**src/rtl/fetch_pkg.sv**
```systemverilog
// Shared fetch-stage definitions used by IF, decode and hazard logic.
//   fetch_state_t : IF control states (BOOT, RUN, HALT)
//   NOP_INSTR     : bubble word, addi x0,x0,0
//   RESET_PC      : first fetch address after reset
package fetch_pkg;

  typedef enum logic [1:0] {
    BOOT = 2'd0,
    RUN  = 2'd1,
    HALT = 2'd2
  } fetch_state_t;

  localparam logic [31:0] NOP_INSTR = 32'h0000_0013;
  localparam logic [31:0] RESET_PC  = 32'h0000_0000;

endpackage

```
**src/rtl/fetch_stage_if_id_reg.sv**
```systemverilog
// IF/ID pipeline register.
// Ports:
//   clk, rst_n         : clock, synchronous active-low reset
//   i_load             : capture i_instr / i_pc / i_pc_plus4, mark valid
//   i_flush            : load a bubble (valid=0, NOP); PC fields hold
//   i_instr, i_pc,
//   i_pc_plus4         : values captured on load
//   o_valid, o_instr,
//   o_pc, o_pc_plus4   : registered IF/ID contents
// Flush has priority over load; neither asserted means hold.
module if_id_reg #(
  parameter int unsigned      ADDR_WIDTH  = 32,
  parameter int unsigned      INSTR_WIDTH = 32,
  parameter logic [INSTR_WIDTH-1:0] NOP_INSTR = fetch_pkg::NOP_INSTR[INSTR_WIDTH-1:0]
) (
  input  logic                   clk,
  input  logic                   rst_n,
  input  logic                   i_load,
  input  logic                   i_flush,
  input  logic [INSTR_WIDTH-1:0] i_instr,
  input  logic [ADDR_WIDTH-1:0]  i_pc,
  input  logic [ADDR_WIDTH-1:0]  i_pc_plus4,
  output logic                   o_valid,
  output logic [INSTR_WIDTH-1:0] o_instr,
  output logic [ADDR_WIDTH-1:0]  o_pc,
  output logic [ADDR_WIDTH-1:0]  o_pc_plus4
);

  logic                   r_valid;
  logic [INSTR_WIDTH-1:0] r_instr;
  logic [ADDR_WIDTH-1:0]  r_pc;
  logic [ADDR_WIDTH-1:0]  r_pc_plus4;

  always_ff @(posedge clk) begin
    if (!rst_n) begin
      r_valid    <= 1'b0;
      r_instr    <= NOP_INSTR;
      r_pc       <= '0;
      r_pc_plus4 <= '0;
    end else if (i_flush) begin
      r_valid <= 1'b0;
      r_instr <= NOP_INSTR;
    end else if (i_load) begin
      r_valid    <= 1'b1;
      r_instr    <= i_instr;
      r_pc       <= i_pc;
      r_pc_plus4 <= i_pc_plus4;
    end
  end

  assign o_valid    = r_valid;
  assign o_instr    = r_instr;
  assign o_pc       = r_pc;
  assign o_pc_plus4 = r_pc_plus4;

endmodule

```
**src/rtl/fetch_stage.sv**
```systemverilog
// IF stage of the RV32I core: PC register, next-PC selection, fetch FSM.
// Ports:
//   clk, rst_n    : clock, synchronous active-low reset
//   imem_addr     : instruction memory byte address (= PC_F)
//   imem_rdata    : instruction word, combinational from memory
//   id_ready      : decode accepts IF/ID this cycle (0 = hold)
//   redirect      : EX taken branch/jump, redirect_pc is the target
//   halt_req      : stop fetching
//   if_valid, if_instr, if_pc, if_pc_plus4 : IF/ID register contents
//   misalign_err  : sticky, a redirect target had nonzero low bits
module fetch_stage #(
  parameter int unsigned             ADDR_WIDTH  = 32,
  parameter int unsigned             INSTR_WIDTH = 32,
  parameter logic [ADDR_WIDTH-1:0]   RESET_PC    = fetch_pkg::RESET_PC[ADDR_WIDTH-1:0],
  parameter logic [INSTR_WIDTH-1:0]  NOP_INSTR   = fetch_pkg::NOP_INSTR[INSTR_WIDTH-1:0]
) (
  input  logic                   clk,
  input  logic                   rst_n,
  output logic [ADDR_WIDTH-1:0]  imem_addr,
  input  logic [INSTR_WIDTH-1:0] imem_rdata,
  input  logic                   id_ready,
  input  logic                   redirect,
  input  logic [ADDR_WIDTH-1:0]  redirect_pc,
  input  logic                   halt_req,
  output logic                   if_valid,
  output logic [INSTR_WIDTH-1:0] if_instr,
  output logic [ADDR_WIDTH-1:0]  if_pc,
  output logic [ADDR_WIDTH-1:0]  if_pc_plus4,
  output logic                   misalign_err
);

  import fetch_pkg::*;

  fetch_state_t          r_state;
  fetch_state_t          w_state_nxt;
  logic [ADDR_WIDTH-1:0] r_pc;
  logic [ADDR_WIDTH-1:0] w_pc_nxt;
  logic [ADDR_WIDTH-1:0] w_pc_plus4;
  logic [ADDR_WIDTH-1:0] w_redirect_aligned;
  logic                  r_misalign;
  logic                  w_misalign_set;
  logic                  w_load;
  logic                  w_flush;

  // Wraps modulo 2^ADDR_WIDTH by construction.
  assign w_pc_plus4         = r_pc + ADDR_WIDTH'(4);
  assign w_redirect_aligned = {redirect_pc[ADDR_WIDTH-1:2], 2'b00};

  // Redirect is honoured in every state, so the misalignment flag only
  // depends on the request itself.
  assign w_misalign_set = redirect && (redirect_pc[1:0] != 2'b00);

  always_comb begin
    w_state_nxt = r_state;
    w_pc_nxt    = r_pc;
    w_load      = 1'b0;
    w_flush     = 1'b0;
    unique case (r_state)
      BOOT: begin
        // IF/ID is already a bubble here; flushing keeps it that way.
        w_state_nxt = RUN;
        if (redirect) begin
          w_pc_nxt = w_redirect_aligned;
          w_flush  = 1'b1;
        end
      end
      RUN: begin
        if (redirect) begin
          w_pc_nxt = w_redirect_aligned;
          w_flush  = 1'b1;
        end else if (id_ready) begin
          w_load   = 1'b1;
          w_pc_nxt = w_pc_plus4;
          if (halt_req) w_state_nxt = HALT;
        end
      end
      HALT: begin
        if (redirect) begin
          w_pc_nxt    = w_redirect_aligned;
          w_flush     = 1'b1;
          w_state_nxt = RUN;
        end else if (id_ready) begin
          w_flush = 1'b1;
        end
      end
      default: begin
        w_state_nxt = BOOT;
      end
    endcase
  end

  always_ff @(posedge clk) begin
    if (!rst_n) begin
      r_state    <= BOOT;
      r_pc       <= RESET_PC;
      r_misalign <= 1'b0;
    end else begin
      r_state <= w_state_nxt;
      r_pc    <= w_pc_nxt;
      if (w_misalign_set) r_misalign <= 1'b1;
    end
  end

  if_id_reg #(
    .ADDR_WIDTH (ADDR_WIDTH),
    .INSTR_WIDTH(INSTR_WIDTH),
    .NOP_INSTR  (NOP_INSTR)
  ) u_if_id (
    .clk       (clk),
    .rst_n     (rst_n),
    .i_load    (w_load),
    .i_flush   (w_flush),
    .i_instr   (imem_rdata),
    .i_pc      (r_pc),
    .i_pc_plus4(w_pc_plus4),
    .o_valid   (if_valid),
    .o_instr   (if_instr),
    .o_pc      (if_pc),
    .o_pc_plus4(if_pc_plus4)
  );

  assign imem_addr    = r_pc;
  assign misalign_err = r_misalign;

endmodule
```
**config.mk**
```make
export PLATFORM = sky130hd
export DESIGN_NAME = fetch_stage
export DESIGN_NICKNAME = d
export VERILOG_FILES = /design/src/rtl/fetch_pkg.sv /design/src/rtl/fetch_stage_if_id_reg.sv /design/src/rtl/fetch_stage.sv
export SDC_FILE = /design/constraint.sdc
export NUM_CORES = 1
export LEC_CHECK = 0
export BUFFER_PORTS_ARGS = -buffer_cell sky130_fd_sc_hd__buf_2
export CORE_AREA = 2 2 109 111
export CTS_CLUSTER_DIAMETER = 120
export CTS_CLUSTER_SIZE = 16
export DETAILED_ROUTE_END_ITERATION = 8
export DIE_AREA = 0 0 111 113
export PLACE_DENSITY = 0.8
export SETUP_SLACK_MARGIN = 0.5
export SLEW_MARGIN = 0
export SYNTH_ARGS = -nofsm -noshare
export SYNTH_HDL_FRONTEND = slang
export SYNTH_SLANG_ARGS = --single-unit
export TNS_END_PERCENT = 50
```
**constraint.sdc**
```tcl
create_clock -name clk -period 2.4 [get_ports clk]
set_input_delay 0.48 -clock clk [delete_from_list [all_inputs] [get_ports clk]]
set_output_delay 0.48 -clock clk [all_outputs]
set_load 0.005 [all_outputs]
```
# --- After elaboration in Yosys (flattened, before gate mapping) ---
# Index checks and enable logic that the tools add are counted.
word_totals:
  reg_bits: 132
  in_bits: 69
  output_inout_bits: 130
  elab_cells: 43
op_classes:
  add_sub_neg: 1
  n_eq_ne: 8
  mux: 15
  bitwise: 2
  n_reduce_logical: 10
op_table:
  columns: ["op", "count"]
  rows:
  - ["2-to-1 mux 32 bit", 3]
  - ["case mux 32 bit (2 select lines)", 1]
  - ["adder 32 x 3 -> 32 bit, second input constant", 1]
  - ["2-to-1 mux 2 bit", 4]
  - ["!= test 2 bit, second input constant", 4]
  - ["case mux 2 bit (3 select lines)", 1]
  - ["OR reduction 2 bit", 3]
  - ["2-to-1 mux 1 bit", 5]
  - ["AND reduction 4 bit", 1]
  - ["nonzero test 2 bit", 2]
  - ["!= test 3 bit, second input constant", 1]
  - ["AND reduction 3 bit", 1]
  - ["== test 2 x 1 -> 1 bit, second input constant", 1]
  - ["== test 2 bit, second input constant", 1]
  - ["zero test 2 bit", 1]
  - ["!= test 2 x 1 -> 1 bit, second input constant", 1]
  - ["NOT 1 bit", 2]
  - ["case mux 1 bit (2 select lines)", 1]
  - ["AND reduction 2 bit", 1]
  - ["logical AND 1 bit", 1]

# --- Logic depth before layout (Yosys ltp) ---
# Gate-level depths: netlist of run 1.
depth:
  word_depth: 5
  mapped_depth: 7
  depth_no_buf: 6

# --- Cells and area by module ---
# From an unflattened synthesis of run 1, not the netlist that was laid out.
hier_totals:
  cells_unflattened: 760
  area_unflattened_um2: 6522.5
by_module_without_submodules:
  columns: ["mod", "n_inst", "cells_per_inst", "area_each_um2", "seq_area_each_um2"]
  rows:
  - ["if_id_reg", 1, 386, 3781.1, 1941.9]
  - ["fetch_stage", 1, 374, 2741.4, 660.6]

# --- Worst setup path after synthesis of run 1 ---
# No wires, ideal clock.
synth_path:
  kind: "flip-flop to flip-flop"
  startpoint: "register r_pc[14] (netlist: imem_addr[14])"
  endpoint: "register r_pc[25] (netlist: imem_addr[25])"
  setup_time_ns: 0.136
  t_arrival_ns: 1.781
  required_time_ns: 2.264
  setup_slack_ns: 0.483
  stages_incl_launch_ff: 7
  n_path_buf: 1
  synth_period_minus_slack_ns: 1.917
  cell_sequence: "dfxtp_1 buf_2 nand4_2 nor4_4 nand3_2 a2111oi_0 a211oi_1"
synth_via:
  elab_chain_cells: 4
synth_rtl:
  columns: ["item", "line_no", "source"]
  rows:
  - ["start, declared", "fetch_stage.sv:36", "logic [ADDR_WIDTH-1:0] r_pc;"]
  - ["start signal, assigned", "fetch_stage.sv:99", "r_pc <= w_pc_nxt;"]
  - ["adder 32 x 3 -> 32 bit", "fetch_stage.sv:46", "assign w_pc_plus4 = r_pc + ADDR_WIDTH'(4);"]
  - ["2-to-1 mux 32 bit", "fetch_stage.sv:71", "end else if (id_ready) begin"]
  - ["2-to-1 mux 32 bit", "fetch_stage.sv:68", "if (redirect) begin"]
  - ["case mux 32 bit (2 select lines)", "fetch_stage.sv:58", "unique case (r_state)"]
# No other way between the ends. The select of a mux whose other input is x is not followed.
# A chain may end at the register's enable or synchronous reset.

# --- Worst setup path in the final report of run 1 ---
layout_path:
  startpoint: "register r_pc[2] (netlist: imem_addr[2])"
  endpoint: "register r_pc[16] (netlist: imem_addr[16])"
# Same word-level chain as after synthesis.

==> results of run 1 <==
## final cells by class
type	count	area, sq um	share of cell area, %
Clock inverter	8	92.59	1.235
Tap cell	143	178.9	2.387
Inverter	7	26.28	0.3506
Clock buffer	20	466.7	6.227
Sequential cell	126	2532	33.79
Timing Repair Buffer	231	1291	17.23
Multi-Input combinational cell	516	2907	38.78
## cell families after synthesis
group           Yosys count  share of synthesized area [%]
buf+inv                  75                          5.746
flops                   126                          44.90
compound gates          204                          21.87
other cells               1                        0.06675
fa+ha+maj                 1                         0.2227
mux                       4                         0.7350
simple gates            275                          22.41
xor+xnor                 26                          4.053
## power by group
| part | total, mW | internal [mW] | switching (mW) |
|---|---|---|---|
| sequential | 2.26 | 2.18 | 0.0819 |
| clock | 2.44 | 1.57 | 0.863 |
| combinational | 0.587 | 0.259 | 0.328 |
| total | 5.29 | 4.01 | 1.27 |
## stage by stage
stage	power [mW]	util, %	setup WS [ps]	cell area (sq um)
after detailed placement	2.869	60.50	283.8	6819
after global placement	2.861	60.50	379.1	6819
after CTS	5.309	65.76	411.8	7412
final	5.286	66.49	565.9	7495
after global routing	5.499	66.49	447.2	7495
after floorplan	2.608	-	487.0	5647
## timing repair
item | in CTS | in global routing
buffers inserted | 1 | 2
resized for setup | 6 | 18
endpoints found under the setup margin | 74 | 91
pin swaps | 2 | 1
## worst reg2reg max path: stages, from the launching register on
cell	delay [ps]
dfxtp_1	370
ha_4	180
nand3_2	120
or4_4	590
nor2_4	130
mux2i_1	220
o32ai_2	100
## cell usage after synthesis (3+ instances only)
master	number	area, sq um
nand2_1	161	604.3
dfxtp_1	126	2522
a21oi_1	103	515.5
clkbuf_1	47	176.4
nor2_1	38	142.6
o21ai_0	32	160.2
nand3_1	22	110.1
xor2_1	18	157.7
a211oi_1	13	97.59
buf_2	12	60.06
and3_1	11	68.82
nor3_1	8	40.04
xnor2_1	8	70.07
buf_4	7	52.55
inv_1	7	26.28
o22ai_1	7	43.79
a22oi_1	6	45.04
a32o_1	5	50.05
nor3b_1	5	37.54
a32oi_1	4	35.03
and2_1	4	25.02
nand4_1	4	25.02
a311oi_1	3	26.28
a31oi_1	3	18.77
mux2i_1	3	30.03
nand3b_1	3	22.52
nor4_1	3	18.77
o31ai_1	3	22.52
## sequential cells by signal, indices dropped and copies added (netlist names)
register / cells
u_if_id.o_instr: 32
imem_addr: 30
u_if_id.o_pc: 30
u_if_id.o_pc_plus4: 30
r_state: 2
misalign_err: 1
u_if_id.o_valid: 1
## layout by cell type (no fill, tap or decap), drive strengths merged, types with 3 or more instances in the layout
master  netlist  routed
buf          21     231
nand2       161     161
dfxtp       126     126
a21oi       103     103
nor2         39      39
o21ai        34      34
nand3        24      24
clkbuf       47      20
xor2         18      18
a211oi       13      13
and3         11      11
xnor2         8       8
nor3          8       8
o22ai         7       7
inv           7       7
nand4         7       7
a22oi         6       6
conb          1       6
a32o          5       5
clkinv        0       5
and2          5       5
nor3b         5       5
nor4          5       5
a32oi         4       4
nand3b        3       3
a311oi        3       3
mux2i         3       3
o31ai         3       3
a31oi         3       3
o311ai        3       3
## per-layer routing
metal | vias up | share of wire [%]
li1 | 2835 | -
met1 | 2690 | 41
met3 | 46 | 8.2
met2 | 264 | 48
met4 | 0 | 2.7
met5 | - | 0
## how the worst min path moves through the flow
stage                               from                          endpoint  cells after the start
2_1_floorplan  misalign_err$_SDFFE_PN0P_         misalign_err$_SDFFE_PN0P_                      2
3_3_place_gp   misalign_err$_SDFFE_PN0P_         misalign_err$_SDFFE_PN0P_                      2
3_5_place_dp   misalign_err$_SDFFE_PN0P_         misalign_err$_SDFFE_PN0P_                      2
4_1_cts                    imem_rdata[0]   u_if_id.o_instr[0]$_SDFFE_PP1P_                      3
5_1_grt                   imem_rdata[17]  u_if_id.o_instr[17]$_SDFFE_PP0P_                      3
6_report                   imem_rdata[0]   u_if_id.o_instr[0]$_SDFFE_PP1P_                      3
==> impl_metrics.yaml, run 1 <==
timing:
  relSlewSlack_pct: 52.72
  tightest_slew_ps: 707.7
  setup_tns_ps: 0
  hold_viol_final: 0
  finalClockSkew_ps: 8.820
  holdWs_ps: 297.2
  max_freq_ghz: 0.5452
  finalSetupViolCount: 0
  grt_setup_unrepaired: "true"
  fin_crit_sh_pct: 76.42
  drv_slew: 0
  min_period_ps: 1834
grt:
  grt_overflow_total: 0
  grt_util_met1_pct: 33.22
  grt_util_met3_pct: 5.892
  busiest_layer: "met2"
  antenna_found_initial: 0
  use_met2_pct: 42.13
  grt_pass1_wl_mm: 26.57
  grt_max_degree: 57
  grt_pass1_vias: 5417
  track_usage_pct: 26.12
clocking:
  clockRootBuffer: "clkbuf_16"
  clk_path_buf_depth: 2
  numCtsBuffers: 17
  hold_buffers: 0
  cts_max_level: 4
  cts_sinks: 126
  clk_latency_ps: 410
  cts_tree: "yes"
  clk_pin_slew_worst_paths_ps: 50
critical_path:
  worst-path-max-fanout: 5
  cp.depth: 6
  cp.required_ps: 2680
  r2r_cells: 6
  reg2reg_slack_ps: 570
  r2r_end: "imem_addr[16]$_SDFFE_PN0P_"
  slowest_stage: "or4_4"
  cp.buffers_inverters: 0
  cp_cell_sequence: "ha_4 -> nand3_2 -> or4_4 -> nor2_4 -> mux2i_1 -> o32ai_2"
  timing.rr.start: "imem_addr[2]$_SDFFE_PN0P_"
  endpoint: "imem_addr[16]$_SDFFE_PN0P_"
  crit_family: "simple AND/OR/NAND/NOR gates"
  cp.arrival_ps: 2110
  endpoint_kind: "flip-flop"
  cp_slowest_stage_delay_ps: 590
  start_kind: "flip-flop"
  setup.worst_path.start: "imem_addr[2]$_SDFFE_PN0P_"
  worst-setup-path-type: "reg2reg"
place:
  place.port_buffers: 192
  place_congestion: 0.9054
  dpl.hpwl_mm: 11.35
  placedCellCount: 1020
floorplan:
  initial_core_util_pct: 49.84
  die_w_um: 111
  io_pins: 199
  fp.dieH_um: 113
  dieArea_sq_mm: 0.01254
  core_sq_mm: 0.01127
  row_count: 39
synthesis:
  ys.flop_type: "dfxtp_1"
  avgSynthCellArea_sq_um: 7.890
  ys_types: 65
  yosysWarnings: 0
  synth_edf_count: 0
  synth_area_sq_mm: 0.005618
  synth-seq-cells: 126
  seq_area_frac_synth_pct: 44.90
  async_flop_share_pct: 0
  synth_cells: 712
routing:
  wl_per_cell_um: 15.74
  ant_nets: 0
  routed-via-count: 5835
  drtIter0Drc: 540
  viasPerCell: 5.552
  drt-pass1-iter-count: 5
  wl_mm: 16.54
  drc: 0
cells_and_area:
  areaGrowthSynthToFinish_pct: 33.41
  instances_no_fill: 1051
  fillers: 972
  num_antenna_cells: 0
  drive_above_1_share_pct: 32.60
  final_net_count: 969
flow_run:
  max_cap_violations: 0
power_and_ir_drop:
  leakagePower_nw: 3.275
  ir_worst_vdd_uv: 680.7
  power-per-cell-area_mw_per_mm2: 705.3
status:
  status: "finished, final reports clean"
worst_hold_path:
  min_path_type: "in2reg"
(Power assumes the default switching activity.)
==> inputs of run 2 (changes only) <==
==> constraint.sdc (replaced) <==
create_clock -name clk -period 1.8 [get_ports clk]
set_input_delay 0.36 -clock clk [delete_from_list [all_inputs] [get_ports clk]]
set_output_delay 0.36 -clock clk [all_outputs]
set_load 0.005 [all_outputs]
==> run 2 against run 1 <==
Compared with the run above:
- highest routed layer unchanged
- non-clock buffer count up 99
- clock skew rose by 3.4 ps
- the run now ends with setup timing left
- critical path type unchanged
- count of clock-buffer cells in the layout increased by 7
- cell count rose by 9.8%
- register-to-register slack worse by 700 ps
- via count rose by 28%
- final area is 31% higher
- largest cell class unchanged
==> impl_metrics.yaml, run 2 (same netlist as run 1, synthesis figures left out) <==
flow_run:
  max_cap_violations: 0
cells_and_area:
  num_antenna_cells: 0
  fin_area_sq_mm: 0.009831
  drive_above_1_share_pct: 54.50
  areaGrowthSynthToFinish_pct: 74.99
  final_common_cell: "buf_2"
  instances_no_fill: 1154
  final_net_count: 1068
  largest_register_ffs: 32
  mostFrequentLayoutCells: "buf_2, nand2_1, dfxtp_1"
place:
  placed_area_sq_mm: 0.007166
  placedCellCount: 1044
  dp_slack_ps: -37.84
  place.port_buffers: 192
  place_congestion: 0.9278
  dpl.hpwl_mm: 11.96
critical_path:
  slowest_stage: "dfxtp_4"
  worst-setup-path-type: "reg2reg"
  cp.required_ps: 2100
  cp.arrival_ps: 2240
  worst-path-max-fanout: 5
  reg2reg_slack_ps: -140
  cp_cell_sequence: "nand4_4 -> nor4_4 -> buf_6 -> buf_6 -> nand3_4 -> a2111oi_4 -> a211oi_1"
  crit_family: "simple AND/OR/NAND/NOR gates"
  start_kind: "flip-flop"
  cp.buffers_inverters: 2
  endpoint_kind: "flip-flop"
  cp_slowest_stage_delay_ps: 400
  cp_common_cell: "buf_6"
floorplan:
  row_count: 39
  fp.dieH_um: 113
  dieArea_sq_mm: 0.01254
  io_pins: 199
  initial_core_util_pct: 49.84
  core_sq_mm: 0.01127
  die_w_um: 111
routing:
  wl_per_cell_um: 23.64
  drc: 0
  drtIter0Drc: 1164
  routed-via-count: 7478
  viasPerCell: 6.480
  wl_mm: 27.28
  ant_nets: 0
  drt-pass1-iter-count: 6
timing:
  finalSetupViolCount: 6
  grt_setup_unrepaired: "true"
  drv_slew: 0
  finalClockSkew_ps: 12.18
  min_period_ps: 1938
  setup_tns_ps: -366.0
  fin_crit_sh_pct: 107.7
  hold_viol_final: 0
  layout_setup_ws_ps: -138.1
  holdWs_ps: 134.4
  max_freq_ghz: 0.5160
power_and_ir_drop:
  ir_worst_vdd_uv: 931.3
  power-per-cell-area_mw_per_mm2: 804.7
  leakagePower_nw: 4.446
grt:
  grt_pass1_wl_mm: 32.39
  antenna_found_initial: 0
  grt_pass1_vias: 6374
  track_usage_pct: 32.40
  grt_max_degree: 35
  grt_overflow_total: 0
clocking:
  cts_tree: "yes"
  cts_max_level: 4
  numCtsBuffers: 17
  cts_sinks: 126
  clk_latency_ps: 440
  clockRootBuffer: "clkbuf_16"
  clk_pin_slew_worst_paths_ps: 70
  clk_path_buf_depth: 2
  hold_buffers: 0
status:
  status: "finished with violations"
  violations: "setup timing"
worst_hold_path:
  min_path_type: "in2reg"
[run 2: cell count changes in the layout (fill, tap and decap cells not counted), moves of 33 or more]
cell	change
a21oi_1	-46
a21oi_2	+46
nand2_1	-45
nand2_4	+42
buf_4	+39
buf_6	+33
[run 2: where the power goes]
part           total, mW  internal [mW]  switching [mW]  leakage, nW
clock               3.57           2.26            1.31        0.296
sequential          3.00           2.90           0.103         1.03
combinational       1.33          0.585           0.747         3.11
[run 2: worst paths after layout]
kind | cells after the start | endpoint | start
max reg2reg | 7 | imem_addr[25]$_SDFFE_PN0P_ | imem_addr[12]$_SDFFE_PN0P_
max | 7 | imem_addr[25]$_SDFFE_PN0P_ | imem_addr[12]$_SDFFE_PN0P_
min reg2reg | 2 | u_if_id.o_pc[4]$_SDFFE_PN0P_ | u_if_id.o_pc[4]$_SDFFE_PN0P_
min | 3 | u_if_id.o_instr[0]$_SDFFE_PP1P_ | imem_rdata[0]
[run 2: what timing repair did]
action / 4_1_cts / 5_1_grt
buffers inserted: 36 / 29
cloned: 11 / 2
resized for setup: 127 / 162
setup endpoints to repair: 153 / 155
pin swaps: 72 / 102
[run 2: routing by layer]
metal | up-vias | track usage (%) | wire length [um]
li1 | 3050 | - | -
met1 | 3457 | 38.80 | 9351
met2 | 719 | 52.47 | 12720
met3 | 252 | 8.034 | 2920
met4 | 0 | 20.50 | 2295
met5 | - | 0 | 0
[run 2: cell type report]
type / count / area [sq um]
Clock inverter: 5 / 75.07
Clock buffer: 27 / 524.3
Sequential cell: 126 / 2566
Tap cell: 143 / 178.9
Inverter: 7 / 26.28
Multi-Input combinational cell: 516 / 3881
Fill cell: 469 / 1441
Timing Repair Buffer: 330 / 2579
[run 2: per-stage QoR]
stage / utilization, % / power [mW]
global route: 87.21 / 8.071
global placement: 63.57 / 3.878
detailed placement: 63.57 / 3.891
CTS: 78.59 / 7.516
finish: 87.21 / 7.911
floorplan: - / 3.549
[run 2: worst min-delay path, stage by stage]
cell      delay, ps
buf_2            70
nand2_1          40
nand3b_1         60
